**src/rtl/uart_tx_serializer.sv**
```systemverilog
// UART transmit serializer: start bit, DATA_WIDTH data bits LSB first,
// optional even/odd parity, one stop bit, each bit held for `prescale` cycles.
// Ports: clk/rst_n (sync, active-low); p_data/data_valid request (taken only
// when idle); par_en/par_typ parity control; prescale cycles per bit (0 acts
// as 1); tx_out registered serial line (idles high); busy high for the frame.
module uart_tx_serializer #(
  parameter int DATA_WIDTH = 8
) (
  input  logic                  clk,
  input  logic                  rst_n,
  input  logic [DATA_WIDTH-1:0] p_data,
  input  logic                  data_valid,
  input  logic                  par_en,
  input  logic                  par_typ,
  input  logic [5:0]            prescale,
  output logic                  tx_out,
  output logic                  busy
);

  localparam int IDX_W = (DATA_WIDTH > 1) ? $clog2(DATA_WIDTH) : 1;
  localparam logic [IDX_W-1:0] LAST_IDX = IDX_W'(DATA_WIDTH - 1);

  typedef enum logic [2:0] {
    IDLE,
    START,
    DATA,
    PARITY,
    STOP
  } state_t;

  state_t                state_q, state_d;
  logic [5:0]            cnt_q, cnt_d;
  logic [IDX_W-1:0]      idx_q, idx_d;
  logic [DATA_WIDTH-1:0] data_q, data_d;
  logic                  par_en_q, par_en_d;
  logic                  parity_q, parity_d;
  logic [5:0]            presc_q, presc_d;
  logic                  tx_d, busy_d;
  logic                  bit_end;

  always_ff @(posedge clk) begin
    if (!rst_n) begin
      state_q  <= IDLE;
      cnt_q    <= '0;
      idx_q    <= '0;
      data_q   <= '0;
      par_en_q <= 1'b0;
      parity_q <= 1'b0;
      presc_q  <= '0;
      tx_out   <= 1'b1;
      busy     <= 1'b0;
    end else begin
      state_q  <= state_d;
      cnt_q    <= cnt_d;
      idx_q    <= idx_d;
      data_q   <= data_d;
      par_en_q <= par_en_d;
      parity_q <= parity_d;
      presc_q  <= presc_d;
      tx_out   <= tx_d;
      busy     <= busy_d;
    end
  end

  always_comb begin
    state_d  = state_q;
    cnt_d    = cnt_q;
    idx_d    = idx_q;
    data_d   = data_q;
    par_en_d = par_en_q;
    parity_d = parity_q;
    presc_d  = presc_q;
    tx_d     = 1'b1;
    busy_d   = 1'b0;
    // presc_q is at least 1 whenever this is consulted (outside IDLE)
    bit_end  = (cnt_q == (presc_q - 6'd1));

    if (state_q == IDLE) begin
      if (data_valid) begin
        data_d   = p_data;
        par_en_d = par_en;
        // even parity = XOR of data; odd parity = its inverse
        parity_d = par_typ ^ (^p_data);
        presc_d  = (prescale == 6'd0) ? 6'd1 : prescale;
        cnt_d    = '0;
        idx_d    = '0;
        state_d  = START;
      end
    end else begin
      cnt_d = bit_end ? 6'd0 : cnt_q + 6'd1;
      if (bit_end) begin
        case (state_q)
          START:   state_d = DATA;
          DATA: begin
            if (idx_q == LAST_IDX) begin
              idx_d   = '0;
              state_d = par_en_q ? PARITY : STOP;
            end else begin
              idx_d = idx_q + 1'b1;
            end
          end
          PARITY:  state_d = STOP;
          STOP:    state_d = IDLE;
          default: state_d = IDLE;
        endcase
      end
    end

    // Outputs are decoded from the next state so they register in step with it.
    case (state_d)
      START:   tx_d = 1'b0;
      DATA:    tx_d = data_d[idx_d];
      PARITY:  tx_d = parity_d;
      default: tx_d = 1'b1;
    endcase
    busy_d = (state_d != IDLE);
  end

endmodule

```
**config.mk**
```make
export PLATFORM = sky130hd
export DESIGN_NAME = uart_tx_serializer
export DESIGN_NICKNAME = d
export VERILOG_FILES = /design/src/rtl/uart_tx_serializer.sv
export SDC_FILE = /design/constraint.sdc
export NUM_CORES = 1
export LEC_CHECK = 0
export CAP_MARGIN = 20
export CORE_MARGIN = 2
export CORE_UTILIZATION = 50
export CTS_BUF_LIST = sky130_fd_sc_hd__clkbuf_16
export DETAILED_ROUTE_END_ITERATION = 10
export PLACE_DENSITY = 0.74
export SETUP_SLACK_MARGIN = 0.2
export SLEW_MARGIN = 20
export SYNTH_ARGS = -nofsm -noshare
export SYNTH_HDL_FRONTEND = slang
export SYNTH_SLANG_ARGS = --single-unit
```
**constraint.sdc**
```tcl
create_clock -name clk -period 2.9 [get_ports clk]
set_clock_uncertainty 0.1 [all_clocks]
set_input_delay 0.29 -clock clk [delete_from_list [all_inputs] [get_ports clk]]
set_output_delay 0.29 -clock clk [all_outputs]
set_load 0.01 [all_outputs]
```
# After elaboration in Yosys (flattened, before gate mapping)
# Index checks and enable logic that the tools add are counted.
[op_classes]
n_reduce_logical = 5
magnitude_cmp = 1
eq_ne = 9
n_bitwise = 1
addsub = 3
muxes = 22
[ops]
columns = ["cell", "n"]
rows = [
  ["3-bit two-way mux", 10],
  ["6-bit two-way mux", 4],
  ["8-bit two-way mux", 2],
  ["3-bit by 2-bit equality test with 1-bit output, second input constant", 4],
  ["3-bit one-hot mux with 3 select lines", 1],
  ["8-bit parity", 1],
  ["6-bit by 1-bit adder with 6-bit output, second input constant", 1],
  ["3-bit by 1-bit equality test with 1-bit output, second input constant", 2],
  ["6-bit equality test", 1],
  ["6-bit logical NOT", 1],
  ["6-bit by 1-bit subtractor with 6-bit output, second input constant", 1],
  ["3-bit by 4-bit < comparator with 1-bit output, second input constant", 1],
  ["3-bit by 1-bit adder with 3-bit output, second input constant", 1],
  ["1-bit binary-select mux with 3-bit select", 1],
  ["3-bit equality test, second input constant", 1],
  ["3-bit logical NOT", 1],
  ["1-bit two-way mux", 3],
  ["1-bit one-hot mux with 3 select lines", 1],
  ["3-bit nonzero test", 1],
  ["2-bit != test, second input constant", 1],
  ["2-bit AND reduction", 1],
  ["1-bit bitwise XOR", 1],
]
[word_totals]
word_cells = 50
output_inout_bits = 2
reg_bits = 30

# Depth between registers and ports, before layout
[depth]
depth_word = 8
ltp_mapped = 11

# Least setup slack after synthesis
# No wires, ideal clock.
[synth_path]
kind = "register -> register"
start = "register presc_q[0]"
end = "register tx_out"
period_less_slack_ns = 3.049
t_required_ns = 2.663
path_slack_ns = -0.149
stages_incl_launch_ff = 12
arrival_ns = 2.811
setup_ns = 0.137
path_cell_list = "dfxtp_1 inv_1 ha_1 nor2b_1 or3_1 a31o_1 or2_1 buf_6 a311o_1 mux2_4 a2111oi_2 a32oi_1"
[synth_between]
elab_chain_cells = 7
elab_cells_between_ends = 12
[synth_rtl]
columns = ["item", "line", "source"]
rows = [
  ["start, declared", "37", "logic [5:0] presc_q, presc_d;"],
  ["start signal, assigned", "59", "presc_q <= presc_d;"],
  ["6-bit by 1-bit subtractor with 6-bit output *", "76", "bit_end = (cnt_q == (presc_q - 6'd1));"],
  ["6-bit equality test *", "76", ""],
  ["3-bit two-way mux", "91", "if (bit_end) begin"],
  ["3-bit two-way mux", "78", "if (state_q == IDLE) begin"],
  ["1-bit binary-select mux with 3-bit select", "112", "DATA: tx_d = data_d[idx_d];"],
  ["1-bit two-way mux (implied by the code)", "112", ""],
  ["1-bit one-hot mux with 3 select lines *", "110", "case (state_d)"],
  ["end signal, assigned", "60", "tx_out <= tx_d;"],
  ["end, declared", "16", "output logic tx_out,"],
]
# Every way passes the cells marked *; elsewhere a longest branch is shown, timed or not. The select of a mux whose other input is x is not followed.
# A chain may end at the register's enable or synchronous reset.

# Worst setup path after layout
# Same ends and word-level chain as after synthesis.

==> results.toml <==
[setup_path]
max_stage_delay_ns = 0.37
cp.required_ns = 2.95
crit_path_start_kind = "register"
crit_family = "compound AO/OA/AOI/OAI gates"
cp_max_fo = 5
cpMaxStageDelayCell = "dfxtp_4"
path_class = "register to register"
worstSetupEndpointType = "register"
cp.arrival_ns = 2.79
crit_chain = "inv_2, ha_4, nor2b_1, or3_1, a31o_1, or2_1, a311o_1, mux2_4, a2111oi_4, a32oi_1"
critPathBufInv = 1

[clock_network]
cts_sinks = 30
clock_path_buffers = 2
htree_levels = 2
clkLatencyLatePin_ns = 0.28
cts_made_buffers = 5
tritoncts = "done"
cts_setup_buffers = 0
holdBufCountCts = 0
cts_root_buf = "clkbuf_16"
path_clk_slew_ns = 0.05

[place]
port_buffers = 20
place_area_sq_um = 2066
hpwl_mm = 2.737
place_ws_ns = 0.1239
place.gp.congestion = 0.8377
dp.cells = 286

[routing]
dr.first_iter.drc_count = 60
drcViolationCount = 0
dr.pass1.iters = 4
wl_per_cell_um = 12.93
vias = 1580
wl_mm = 3.802
detail-route-antenna-nets = 0
via_per_inst = 5.374

[power_and_ir_drop]
power.leakage_nw = 0.8221
vdd_drop_max_v = 0.0003434
power_density_nw_per_um2 = 503.7

[die]
die_w_um = 63.49
fp.dieH_um = 63.49
num_io_pins = 21
start_util_pct = 52.60
coreArea_sq_um = 3363
row_count = 21
die_area_sq_um = 4030

[global_routing]
grt_pass1_vias = 1414
grt_overflow = 0
grt_pass1_wl_mm = 6.444
grt_max_degree = 20
antenna_found_initial = 0
grt.total_usage_pct = 20.90

[sta]
fin_ws_ns = 0.1601
rsz0062_at_grt = "yes"
relSlewSlack_pct = 58.03
worstMarginPinSlew_ns = 0.6276
hold_viol = 0
slew_viol_final = 0
period_share_pct = 94.48
setup_violations = 0
period_minus_slack_ns = 2.740
hold_slack_ns = 0.3751
tns_ns = 0
fmax_mhz = 365.0

[cells_and_area]
fin_area_sq_um = 2217
drive_above_1_share_pct = 11.29
syn2layout_area_growth_pct = 25.32
filler_cell_count = 306
n_antenna_cell = 0
final_cell_mix = "nand2_1, dfxtp_1, clkdlybuf4s50_1, a21boi_0, nor2_1"
mostFrequentLayoutCell = "nand2_1"
instances_no_fill = 294
layout.nets = 270

[yosys]
ys.flop_type = "dfxtp_1"
synth_edf_count = 0
synthArstFlopShare_pct = 0
synth_top_family_by_area = "simple AND/OR/NAND/NOR gates"
synthMuxAreaShare_pct = 4.455
synthSimpleGateAreaFrac_pct = 27.58
synth_cells = 223
syn-num-nets = 246
synth_warnings = 0
synthXorXnorAreaFrac_pct = 6.931
synth_area_sq_um = 1769
yosysUniqueCellTypes = 44
ys_seq_area_share_pct = 33.95
synthAdderAreaFrac_pct = 2.829
synth-seq-cells = 30
avgSynthCellArea_sq_um = 7.934
synth_compound_area_share_pct = 20.44

[hold_path]
min_path_type = "register to register"

[outcome]
status = "finished, final reports clean"

[job]
max_cap_violations = 0
## power by group
part	internal, mW	switching (mW)	total (mW)
Sequential	0.434	0.0196	0.454
Combinational	0.0908	0.0813	0.172
Clock	0.309	0.181	0.491
## metal layers
metal	vias up	wire length (um)	track usage, %
met4	0	70	9.783
met1	716	1963	27.18
met5	-	0	0
met3	7	154	5.714
li1	819	-	-
met2	38	1613	31.97
## what timing repair did
action / CTS / global route
endpoints found under the setup margin: 1 / 1
resized for setup: 4 / 1
pin swaps: 0 / 0
## kinds of logic (layout without fill, tap and decap cells)
logic type | after synthesis | in the layout
multiplexers | 7 | 7
buffers and inverters | 16 | 41
AO/OA/AOI/OAI | 53 | 53
XOR/XNOR | 14 | 14
flip-flops | 30 | 30
adder cells (fa/ha/maj) | 4 | 4
AND/OR/NAND/NOR | 99 | 99
## stage by stage
step                util (%)  power, mW
global route           65.92      1.164
floorplan                  -     0.5696
global placement       61.42     0.6286
CTS                    65.81      1.118
detailed placement     61.42     0.6321
finish                 65.92      1.117
## worst register-to-register path, cell delays in order, from the launching register on
cell and delay (ns):
dfxtp_4 0.37, inv_2 0.04, ha_4 0.15, nor2b_1 0.12, or3_1 0.30, a31o_1 0.21, or2_1 0.23, a311o_1 0.36
mux2_4 0.32, a2111oi_4 0.27, a32oi_1 0.13
## final timing paths
kind              slack [ns]  startpoint         to  cells after the start
hold / removal          0.38   data_q[6]  data_q[6]                      2
setup / recovery        0.16  presc_q[0]     tx_out                     10
hold reg to reg         0.38   data_q[6]  data_q[6]                      2
setup reg to reg        0.16  presc_q[0]     tx_out                     10
## sequential cells by signal, summed over array words and instances, names as in the netlist
signal / cells
par_en_q: 1
state_q: 3
presc_q: 6
data_q: 8
cnt_q: 6
idx_q: 3
busy: 1
tx_out: 1
parity_q: 1
## Yosys cell counts (2+ instances only)
| cell type | number | share of area (%) |
|---|---|---|
| nand3b_1 | 2 | 0.85 |
| nand2_1 | 36 | 7.6 |
| mux2i_1 | 3 | 1.7 |
| clkbuf_1 | 9 | 1.9 |
| o21a_1 | 4 | 1.7 |
| or3_1 | 5 | 1.8 |
| nand2b_1 | 2 | 0.71 |
| nor3_1 | 4 | 1.1 |
| o21ai_0 | 14 | 4.0 |
| xnor2_1 | 12 | 5.9 |
| and2_1 | 8 | 2.8 |
| dfxtp_1 | 30 | 34 |
| nor4_1 | 2 | 0.71 |
| nand3_1 | 9 | 2.5 |
| a21boi_0 | 18 | 7.6 |
| nor2_1 | 14 | 3.0 |
| xor2_1 | 2 | 0.99 |
| nor2b_1 | 8 | 2.8 |
| a21oi_1 | 6 | 1.7 |
| and3_1 | 2 | 0.71 |
| mux2_2 | 3 | 1.9 |
| inv_1 | 5 | 1.1 |
| ha_1 | 4 | 2.8 |
## final cells by class
class                   count  area [sq um]  share of cell area [%]
multi-input cells         177          1134                   51.13
flip-flops and latches     30         605.6                   27.31
repair buffers             28         264.0                   11.91
clock buffers               5         125.1                   5.643
well taps                  46         57.56                   2.596
inverters                   5         18.77                  0.8465
clock inverters             3         12.51                  0.5643
No activity file was read; power rests on OpenSTA's default activity.
